**src/rtl/mdu_ctrl_pkg.sv**
```systemverilog
// mdu_ctrl_pkg: shared encodings for the multiply/divide unit.
// State encodings, op-field bit positions within the MDU slice of the
// DS-to-ES bus, iteration count, and the op priority decoder.
package mdu_ctrl_pkg;

    // 2-bit sequencer states
    typedef enum logic [1:0] {
        S_IDLE     = 2'd0,
        S_MUL_WAIT = 2'd1,
        S_DIV_ITER = 2'd2,
        S_FINISH   = 2'd3
    } mdu_state_e;

    // Decoded operation after priority resolution
    typedef enum logic [2:0] {
        OP_NONE = 3'd0,
        OP_DIV  = 3'd1,
        OP_DIVU = 3'd2,
        OP_MUL  = 3'd3,
        OP_MULU = 3'd4,
        OP_MTHI = 3'd5,
        OP_MTLO = 3'd6
    } mdu_op_e;

    // Bit positions of the MDU op field carried on the DS-to-ES bus
    localparam int MDU_OP_W   = 6;
    localparam int MDU_F_DIV  = 5;
    localparam int MDU_F_DIVU = 4;
    localparam int MDU_F_MUL  = 3;
    localparam int MDU_F_MULU = 2;
    localparam int MDU_F_MTHI = 1;
    localparam int MDU_F_MTLO = 0;

    localparam int MDU_DIV_ITERS = 32;

    // Priority: div > divu > mul > mulu > mthi > mtlo
    function automatic mdu_op_e mdu_decode(input logic [MDU_OP_W-1:0] f);
        mdu_op_e op;
        op = OP_NONE;
        if (f[MDU_F_DIV])       op = OP_DIV;
        else if (f[MDU_F_DIVU]) op = OP_DIVU;
        else if (f[MDU_F_MUL])  op = OP_MUL;
        else if (f[MDU_F_MULU]) op = OP_MULU;
        else if (f[MDU_F_MTHI]) op = OP_MTHI;
        else if (f[MDU_F_MTLO]) op = OP_MTLO;
        return op;
    endfunction

endpackage

```
**src/rtl/mdu_ctrl_div_iter.sv**
```systemverilog
// mdu_ctrl_div_iter: unsigned restoring shift-subtract divider datapath.
// The {remainder, quotient} pair lives in one 64-bit register; each step
// shifts it left and tries to subtract the divisor from the upper part.
module mdu_ctrl_div_iter (
    input  logic        clk,
    input  logic        reset,
    input  logic        i_start,
    input  logic        i_step,
    input  logic [31:0] i_dividend,
    input  logic [31:0] i_divisor,
    output logic [31:0] o_quot,
    output logic [31:0] o_rem
);

    logic [63:0] r_acc;
    logic [31:0] r_divisor;

    logic [32:0] w_part;
    logic        w_ge;
    logic [31:0] w_diff;

    // Shifted partial remainder is up to 33 bits; after a successful
    // subtract it is below the divisor, so 32 bits hold the difference.
    assign w_part = r_acc[63:31];
    assign w_ge   = (w_part >= {1'b0, r_divisor});
    assign w_diff = w_part[31:0] - r_divisor;

    // Load operands on start, otherwise retire one quotient bit per step
    always_ff @(posedge clk) begin
        if (reset) begin
            r_acc     <= 64'd0;
            r_divisor <= 32'd0;
        end else if (i_start) begin
            r_acc     <= {32'd0, i_dividend};
            r_divisor <= i_divisor;
        end else if (i_step) begin
            if (w_ge) r_acc <= {w_diff, r_acc[30:0], 1'b1};
            else      r_acc <= {r_acc[62:0], 1'b0};
        end
    end

    assign o_quot = r_acc[31:0];
    assign o_rem  = r_acc[63:32];

endmodule

```
**src/rtl/mdu_ctrl.sv**
```systemverilog
// mdu_ctrl: MIPS multiply/divide sequencer and HI/LO owner.
// Optional macro MDU_HILO_FWD_EN: forwards the committing result (and
// mthi/mtlo data) to the read ports and frees the unit in FINISH.
module mdu_ctrl #(
    parameter int MUL_LAT = 2
) (
    input  logic        clk,
    input  logic        reset,
    input  logic        req_valid,
    output logic        req_ready,
    input  logic        mul_op,
    input  logic        mulu_op,
    input  logic        div_op,
    input  logic        divu_op,
    input  logic        hi_we,
    input  logic        lo_we,
    input  logic [31:0] src1,
    input  logic [31:0] src2,
    input  logic        cancel,
    output logic        busy,
    output logic        done,
    output logic [31:0] hi_rdata,
    output logic [31:0] lo_rdata
);
    import mdu_ctrl_pkg::*;

    localparam logic [4:0] DIV_CNT_INIT = 5'(MDU_DIV_ITERS - 1);
    localparam logic [4:0] MUL_CNT_INIT = (MUL_LAT > 1) ? 5'(MUL_LAT - 2) : 5'd0;

    mdu_state_e r_state, w_state_next;
    logic [4:0]  r_cnt;
    logic [31:0] r_hi, r_lo;
    logic [31:0] r_a, r_b;
    logic        r_is_div, r_mul_signed, r_q_neg, r_r_neg, r_div0;

    mdu_op_e     w_op;
    logic        w_fire, w_is_mul, w_is_div, w_div_signed, w_commit;
    mdu_state_e  w_op_state;
    logic [31:0] w_abs_a, w_abs_b, w_quot, w_rem, w_res_hi, w_res_lo;
    logic [63:0] w_ext_a, w_ext_b, w_prod;

    assign w_op = mdu_decode({div_op, divu_op, mul_op, mulu_op, hi_we, lo_we});

`ifdef MDU_HILO_FWD_EN
    assign req_ready = (r_state == S_IDLE) || (r_state == S_FINISH);
    assign busy      = (r_state == S_MUL_WAIT) || (r_state == S_DIV_ITER);
`else
    assign req_ready = (r_state == S_IDLE);
    assign busy      = (r_state == S_MUL_WAIT) || (r_state == S_DIV_ITER) ||
                       (r_state == S_FINISH);
`endif

    // A flush drops any request presented in the same cycle
    assign w_fire       = req_valid && req_ready && !cancel;
    assign w_is_div     = (w_op == OP_DIV) || (w_op == OP_DIVU);
    assign w_is_mul     = (w_op == OP_MUL) || (w_op == OP_MULU);
    assign w_div_signed = (w_op == OP_DIV);
    assign w_commit     = (r_state == S_FINISH) && !cancel;
    assign done         = w_commit;

    assign w_op_state = w_is_div ? S_DIV_ITER :
                        w_is_mul ? ((MUL_LAT == 1) ? S_FINISH : S_MUL_WAIT) :
                        S_IDLE;

    assign w_abs_a = (w_div_signed && src1[31]) ? (32'd0 - src1) : src1;
    assign w_abs_b = (w_div_signed && src2[31]) ? (32'd0 - src2) : src2;

    mdu_ctrl_div_iter u_div_iter (
        .clk        (clk),
        .reset      (reset),
        .i_start    (w_fire && w_is_div),
        .i_step     (r_state == S_DIV_ITER),
        .i_dividend (w_abs_a),
        .i_divisor  (w_abs_b),
        .o_quot     (w_quot),
        .o_rem      (w_rem)
    );

    // Sign-extending to 64 bits makes one truncated multiply serve both
    // signed and unsigned forms.
    assign w_ext_a = {{32{r_mul_signed & r_a[31]}}, r_a};
    assign w_ext_b = {{32{r_mul_signed & r_b[31]}}, r_b};
    assign w_prod  = w_ext_a * w_ext_b;

    // Select the result being committed in FINISH, including div sign fix
    always_comb begin
        w_res_hi = w_prod[63:32];
        w_res_lo = w_prod[31:0];
        if (r_is_div) begin
            if (r_div0) begin
                w_res_hi = r_a;
                w_res_lo = 32'hFFFF_FFFF;
            end else begin
                w_res_hi = r_r_neg ? (32'd0 - w_rem)  : w_rem;
                w_res_lo = r_q_neg ? (32'd0 - w_quot) : w_quot;
            end
        end
    end

    // Next-state: new op from IDLE (or FINISH when forwarding), cancel wins
    always_comb begin
        w_state_next = r_state;
        case (r_state)
            S_IDLE:     if (w_fire) w_state_next = w_op_state;
            S_MUL_WAIT: if (r_cnt == 5'd0) w_state_next = S_FINISH;
            S_DIV_ITER: if (r_cnt == 5'd0) w_state_next = S_FINISH;
            S_FINISH:   w_state_next = w_fire ? w_op_state : S_IDLE;
            default:    w_state_next = S_IDLE;
        endcase
        if (cancel) w_state_next = S_IDLE;
    end

    // State register
    always_ff @(posedge clk) begin
        if (reset) r_state <= S_IDLE;
        else       r_state <= w_state_next;
    end

    // Iteration / latency counter
    always_ff @(posedge clk) begin
        if (reset || cancel) begin
            r_cnt <= 5'd0;
        end else if (w_fire && w_is_div) begin
            r_cnt <= DIV_CNT_INIT;
        end else if (w_fire && w_is_mul) begin
            r_cnt <= MUL_CNT_INIT;
        end else if (((r_state == S_MUL_WAIT) || (r_state == S_DIV_ITER)) &&
                     (r_cnt != 5'd0)) begin
            r_cnt <= r_cnt - 5'd1;
        end
    end

    // Capture operands and sign info at accept; inputs are free afterwards
    always_ff @(posedge clk) begin
        if (reset) begin
            r_a          <= 32'd0;
            r_b          <= 32'd0;
            r_is_div     <= 1'b0;
            r_mul_signed <= 1'b0;
            r_q_neg      <= 1'b0;
            r_r_neg      <= 1'b0;
            r_div0       <= 1'b0;
        end else if (w_fire && (w_is_mul || w_is_div)) begin
            r_a          <= src1;
            r_b          <= src2;
            r_is_div     <= w_is_div;
            r_mul_signed <= (w_op == OP_MUL);
            r_q_neg      <= w_div_signed && (src1[31] ^ src2[31]);
            r_r_neg      <= w_div_signed && src1[31];
            r_div0       <= (src2 == 32'd0);
        end
    end

    // HI/LO: commit in FINISH; an mthi/mtlo accepted the same cycle is younger
    always_ff @(posedge clk) begin
        if (reset) begin
            r_hi <= 32'd0;
            r_lo <= 32'd0;
        end else begin
            if (w_commit) begin
                r_hi <= w_res_hi;
                r_lo <= w_res_lo;
            end
            if (w_fire && (w_op == OP_MTHI)) r_hi <= src1;
            if (w_fire && (w_op == OP_MTLO)) r_lo <= src1;
        end
    end

    // Read ports, optionally bypassing the value about to be written
    always_comb begin
        hi_rdata = r_hi;
        lo_rdata = r_lo;
`ifdef MDU_HILO_FWD_EN
        if (w_commit) begin
            hi_rdata = w_res_hi;
            lo_rdata = w_res_lo;
        end
        if (w_fire && (w_op == OP_MTHI)) hi_rdata = src1;
        if (w_fire && (w_op == OP_MTLO)) lo_rdata = src1;
`endif
    end

endmodule

```
**config.mk**
```make
export PLATFORM = sky130hd
export DESIGN_NAME = mdu_ctrl
export DESIGN_NICKNAME = d
export VERILOG_FILES = /design/src/rtl/mdu_ctrl_pkg.sv /design/src/rtl/mdu_ctrl_div_iter.sv /design/src/rtl/mdu_ctrl.sv
export SDC_FILE = /design/constraint.sdc
export NUM_CORES = 2
export LEC_CHECK = 0
export ABC_CLOCK_PERIOD_IN_PS = 8950
export BUFFER_PORTS_ARGS = -buffer_cell sky130_fd_sc_hd__buf_4
export CORE_MARGIN = 3
export CORE_UTILIZATION = 25
export DETAILED_ROUTE_END_ITERATION = 8
export GPL_TIMING_DRIVEN = 1
export PLACE_DENSITY = 0.44
export SLEW_MARGIN = 0
export SYNTH_ARGS = -nofsm -noshare
export SYNTH_HDL_FRONTEND = slang
export SYNTH_HIERARCHICAL = 1
export SYNTH_SLANG_ARGS = --single-unit
```
**constraint.sdc**
```tcl
create_clock -name clk -period 8.95 [get_ports clk]
set_input_delay 1.79 -clock clk [delete_from_list [all_inputs] [get_ports clk]]
set_output_delay 1.79 -clock clk [all_outputs]
set_load 0.005 [all_outputs]
```
; Yosys cells after proc, flatten, opt, wreduce, memory -nomap -nowiden
; Index checks and enable logic that the tools add are counted.
[word_totals]
inputBits = 74
elab_cells = 97
regBits = 236
out_inout_bits = 67
[classes]
n_addsub = 6
n_bitwise = 3
mux = 30
n_reduce_logical = 31
mul = 1
magnitude_cmp = 1
eq_ne = 11
[op_table]
columns = op, count
row1 = 32-bit 2-to-1 mux, 14
row2 = "1-bit by 32-bit subtractor with 32-bit output, first input constant", 4
row3 = 33-bit by 33-bit multiplier with 64-bit output, 1
row4 = 64-bit 2-to-1 mux, 1
row5 = 33-bit by 32-bit greater-or-equal comparator with 1-bit output, 1
row6 = 32-bit zero test, 1
row7 = 32-bit subtractor, 1
row8 = 3-bit 2-to-1 mux, 6
row9 = 5-bit 2-to-1 mux, 3
row10 = 1-bit logical AND, 12
row11 = "3-bit equality test, second input constant", 3
row12 = 2-bit 2-to-1 mux, 4
row13 = "3-bit by 2-bit equality test with 1-bit output, second input constant", 2
row14 = 1-bit logical OR, 6
row15 = 2-bit one-hot mux with 3 select lines, 1
row16 = 2-bit nonzero test, 3
row17 = 2-bit OR reduction, 3
row18 = 5-bit zero test, 1
row19 = 5-bit nonzero test, 1
row20 = "5-bit by 1-bit subtractor with 5-bit output, second input constant", 1
row21 = "2-bit equality test, second input constant", 2
row22 = "2-bit by 1-bit != test with 1-bit output, second input constant", 2
row23 = "3-bit by 1-bit equality test with 1-bit output, second input constant", 1
row24 = 3-bit nonzero test, 1
row25 = 7 further kinds, 8

; Logic depth before layout (Yosys ltp)
[logic_depth]
word_depth = 12
ltp_mapped = 31
ltp_nobuf = 28

; Modules after synthesis
; Netlist, hierarchy kept.
[modules_own_cells]
columns = module, cells_each, seq_area_each_um2, n_inst, area_per_inst_um2
row1 = mdu_ctrl, 5454, 2802.7, 1, 46907.5
row2 = mdu_ctrl_div_iter, 706, 1921.8, 1, 5684.2

; Worst setup path before layout
; Ideal clock, no wire load.
[synth_path]
kind = register to register
from = register r_a[31]
to = register r_hi[28] (netlist: hi_rdata[28])
arrival_ns = 7.935
synth_period_minus_slack_ns = 8.047
stages_incl_launch_ff = 29
required_time_ns = 8.838
path_buffers = 2
setup_time_ns = 0.112
slack_ns = 0.903
path_cell_list = dfxtp_1 > clkbuf_1 > and2_1 > clkbuf_1 > nand2_1 > inv_1 > fa_1 > inv_1 > fa_1 > inv_1 > fa_1 > fa_1 > inv_1 > fa_1 > inv_1 > fa_1 > inv_1 > fa_1 > fa_1 > inv_1 > ha_1 > nand2_1 > nor2_1 > nand4_1 > a211oi_1 > o21bai_2 > a31oi_1 > mux2_2 > a2111oi_1
[synth_via]
elab_chain_len = 5
[synth_rtl]
columns = element, line_no
row1 = start: declaration, mdu_ctrl.sv:33  ; logic [31:0] r_a, r_b;
row2 = start signal: assignment, mdu_ctrl.sv:144  ; r_a <= src1;
row3 = 1-bit AND, mdu_ctrl.sv:81  ; assign w_ext_a = {{32{r_mul_signed & r_a[31]}}, r_a};
row4 = 33-bit by 33-bit multiplier with 64-bit output *, mdu_ctrl.sv:83  ; assign w_prod = w_ext_a * w_ext_b;
row5 = 32-bit 2-to-1 mux *, mdu_ctrl.sv:89  ; if (r_is_div) begin
row6 = 32-bit 2-to-1 mux *, mdu_ctrl.sv:160  ; if (w_commit) begin
row7 = 32-bit 2-to-1 mux *, mdu_ctrl.sv:164  ; if (w_fire && (w_op == OP_MTHI)) r_hi <= src1;
row8 = end signal: assignment, mdu_ctrl.sv:161  ; r_hi <= w_res_hi;
row9 = end signal: assignment, mdu_ctrl.sv:164
row10 = end: declaration, mdu_ctrl.sv:32  ; logic [31:0] r_hi, r_lo;
; Mark *: on every way between the ends. The rest lies on a longest branch, timed or not. The select of a mux whose other input is x is not followed.
; A chain may end at the register's enable or synchronous reset.

; Worst setup path after layout
[layout_path]
from = register r_a[15]
to = register r_lo[31] (netlist: lo_rdata[31])
[layout_via]
elab_chain_len = 4
[layout_rtl]
columns = element, line_no
row1 = 33-bit by 33-bit multiplier with 64-bit output, mdu_ctrl.sv:83
row2 = 32-bit 2-to-1 mux, mdu_ctrl.sv:89
row3 = 32-bit 2-to-1 mux, mdu_ctrl.sv:160
row4 = 32-bit 2-to-1 mux, mdu_ctrl.sv:165  ; if (w_fire && (w_op == OP_MTLO)) r_lo <= src1;
row5 = end signal: assignment, mdu_ctrl.sv:162  ; r_lo <= w_res_lo;
row6 = end signal: assignment, mdu_ctrl.sv:165
row7 = end: declaration, mdu_ctrl.sv:32
; Every way passes these cells. The select of a mux whose other input is x is not followed.

==> flow_summary.ini <==
[run_status]
status = completed

[pwr]
p_per_area_mw_per_mm2 = 73.2
p_leak_nw = 26.5
ir_drop_v = 0.000187

[global_routing]
antenna_found_initial = 7
gr-total-overflow = 0
grt_usage_pct = 16.7
grt_pass1_vias = 43500
grt_pass1_wl_um = 279000
grt_max_degree = 84

[die]
core-area_mm2 = 0.208
start_util_pct = 25.3
die_y_um = 465
die-width_um = 465
ioPinCount = 141
die_area_mm2 = 0.216
rows = 167

[finish]
post-route-util_pct = 27.8
final_nets = 7531
area_delta_synth_final_pct = 10.0
fill_cells = 22600
multi_input_area_mm2 = 0.0419
ff_latch_area_mm2 = 0.00473
drive_above_1_share_pct = 6.11

[yosys]
syn_nets = 7613
synth_top_area_cell = fa_1
synth_area_mm2 = 0.0526
ys_seq_area_share_pct = 8.98
synthDistinctLibCells = 90
synthCells = 6160
yosys-top-cells-area = fa_1, dfxtp_1, inv_1
yosys_warnings = 6
ys_ff_latch = 236
synth_top_area_share_pct = 42.9
ys.flop_type = dfxtp_1
synth_edf_count = 0
synth.avg_cell_area_um2 = 8.54
ys_async_sr_fraction_pct = 0

[routing]
antenna_left = 0
routed_wl_um = 181000
vias = 41100
avgRoutedWirePerCell_um = 20.4
vias_per_cell = 4.62
route.detailed.drc = 0
drt-initial-drc-count = 2531
drt-pass1-iter-count = 5

[placed_design]
dp_hpwl_um = 147000
gp_congestion = 0.876
place.port_buffers = 140

[clocking]
clk_path_buf_depth = 3
postCtsSetupRepairBufs = 0
cts-buffers-inserted = 31
clock_latency_ns = 0.60
path_clk_slew_ns = 0.06
htree_num_levels = 1
clkSinkCount = 236
cts_tree = done
hold_buffers = 0
cts_root_buffer = clkbuf_16

[worst_setup_path]
r2r_end = lo_rdata[31]$_SDFFE_PP0P_
cpPeakStageDelay_ns = 0.96
crit_required_ns = 9.46
r2r_setup_slack_ns = 0.38
critical_path.slowest_cell = dfxtp_1
cp-start-kind = flop
cpMostUsedCell = fa_1
crit_family = adder cells
critPathKind = flop to flop
crit_path_end_kind = flop
path_buf_inv = 6
crit_fanout = 19
cp_data_arrival_time_ns = 9.08
r2r_cells = 26
worstReg2RegStart = r_a[15]$_SDFFE_PP0P_

[run]
drv_cap = 0

[sta]
tightest_slew_ns = 1.23
slew_headroom_pct = 17.4
tns_ns = 0
hold_violations = 0
rsz0062_at_grt = no
finalClockSkew_ns = 0.0239
fmax_mhz = 117
finalCritPeriodShare_pct = 95.7
setup_violations = 0
slew_viol_final = 0
final.min_clock_period_ns = 8.57

[hold_path]
holdCritStartpoint = r_b[26]$_SDFFE_PP0P_
min_path_cells = 2
hp-class = flop to flop
worst_hold_path.endpoint = r_b[26]$_SDFFE_PP0P_
==> repair_timing <==
item | 4_1_cts | 5_1_grt
endpoints found under the hold margin | 0 | 0
setup endpoints to repair | 0 | 1
resized for setup | 0 | 1
==> cell families (layout without fill, tap and decap cells) <==
| family | after synthesis | after routing | share of synthesized area (%) |
|---|---|---|---|
| adders and majority gates | 1379 | 1379 | 48.9 |
| muxes | 87 | 87 | 1.66 |
| AOI/OAI and AO/OA | 749 | 749 | 8.89 |
| xor gates and xnor gates | 219 | 219 | 3.65 |
| buffers and inverters | 1583 | 1524 | 11.4 |
| DFF | 236 | 236 | 8.98 |
| and+or+nand+nor | 1907 | 1907 | 16.6 |
| other | 0 | 3 | 0 |
==> placed cells by master (no fill, tap or decap), types with 89 or more instances in the layout <==
cell type / netlist / layout
buf_4: 3 / 261
o21ai_0: 134 / 134
a21oi_1: 310 / 308
inv_1: 1192 / 1191
dfxtp_1: 236 / 228
xor2_1: 89 / 89
nor2_1: 281 / 280
nand2_1: 1018 / 1018
and2_1: 355 / 355
fa_1: 1126 / 1126
xnor2_1: 130 / 130
ha_1: 253 / 252
==> power by group <==
part	internal [W]	switching, W
Combinational	0.000617	0.00114
Clock	0.000742	0.000521
Sequential	0.00110	0.000114
==> final cells by class <==
type                            count  area share (%)
Antenna cell                        3          0.0130
Timing Repair Buffer              276            3.89
Tap cell                         2788            6.03
Clock buffer                       49            1.56
Sequential cell                   236            8.18
Clock inverter                      7           0.153
Multi-Input combinational cell   4341            72.4
Inverter                         1192            7.73
==> layer usage <==
layer	vias up	track usage, %	part of all wire (%)
li1	18500	-	-
met1	21400	22.8	44
met2	937	29.2	49
met3	166	1.23	4.0
met4	4	3.29	2.4
met5	-	0	0.014
==> state kept, by name, summed over array words and instances, names as in the netlist <==
signal                count
r_b                      32
r_state                   2
r_r_neg                   1
u_div_iter/r_divisor     32
r_div0                    1
r_a                      32
r_is_div                  1
hi_rdata                 32
r_cnt                     5
r_mul_signed              1
lo_rdata                 32
u_div_iter/r_acc         64
r_q_neg                   1
==> cell usage after synthesis (36+ instances only) <==
library cell and instances:
nand3_1 44, ha_1 253, nor3_1 36, inv_1 1192, clkbuf_1 363, nor2_1 281, and2_1 355, o21ai_0 134
fa_1 1126, dfxtp_1 236, xor2_1 89, a21oi_1 310, xnor2_1 130, and3_1 40, nand2_1 1018, mux2i_1 85
==> how the worst max path moves through the flow <==
stage	cells past startpoint	endpoint	start
after floorplan	28	hi_rdata[28]$_SDFFE_PP0P_	r_a[31]$_SDFFE_PP0P_
after global placement	27	hi_rdata[12]$_SDFFE_PP0P_	r_a[15]$_SDFFE_PP0P_
after detailed placement	26	lo_rdata[31]$_SDFFE_PP0P_	r_a[14]$_SDFFE_PP0P_
after CTS	26	lo_rdata[31]$_SDFFE_PP0P_	r_a[14]$_SDFFE_PP0P_
after global routing	26	hi_rdata[28]$_SDFFE_PP0P_	r_a[15]$_SDFFE_PP0P_
final	26	lo_rdata[31]$_SDFFE_PP0P_	r_a[15]$_SDFFE_PP0P_
==> stage by stage <==
step           total power [W]  instances  cell area, µm²  setup WS, ns  hold WS, ns
4_1_cts                0.00428       8889           57900         0.410        0.452
6_report               0.00423       8892           57900         0.381        0.451
3_3_place_gp           0.00300       8833           56900         0.421        0.442
3_5_place_dp           0.00300       8833           56900         0.481        0.446
5_1_grt                0.00448       8889           57900        0.0425        0.467
2_1_floorplan          0.00236       6160           52600         0.903        0.460
==> worst register-to-register path, cell delays in order, from the launching register on <==
cell and delay [ns]:
dfxtp_1 0.96, nand2_1 0.18, fa_1 0.47, fa_1 0.53, inv_1 0.05, fa_1 0.51, inv_1 0.07, fa_1 0.50
fa_1 0.51, inv_1 0.05, fa_1 0.52, fa_1 0.51, inv_1 0.06, fa_1 0.49, inv_1 0.05, ha_1 0.39
o21ai_0 0.15, o211ai_1 0.33, a31oi_1 0.22, a31oi_1 0.26, nor2_1 0.07, nor4b_1 0.27, nor2_1 0.11, xnor2_1 0.64
buf_4 0.24, o221ai_1 0.12, a211oi_1 0.22
No activity file was read; power rests on OpenSTA's default activity.
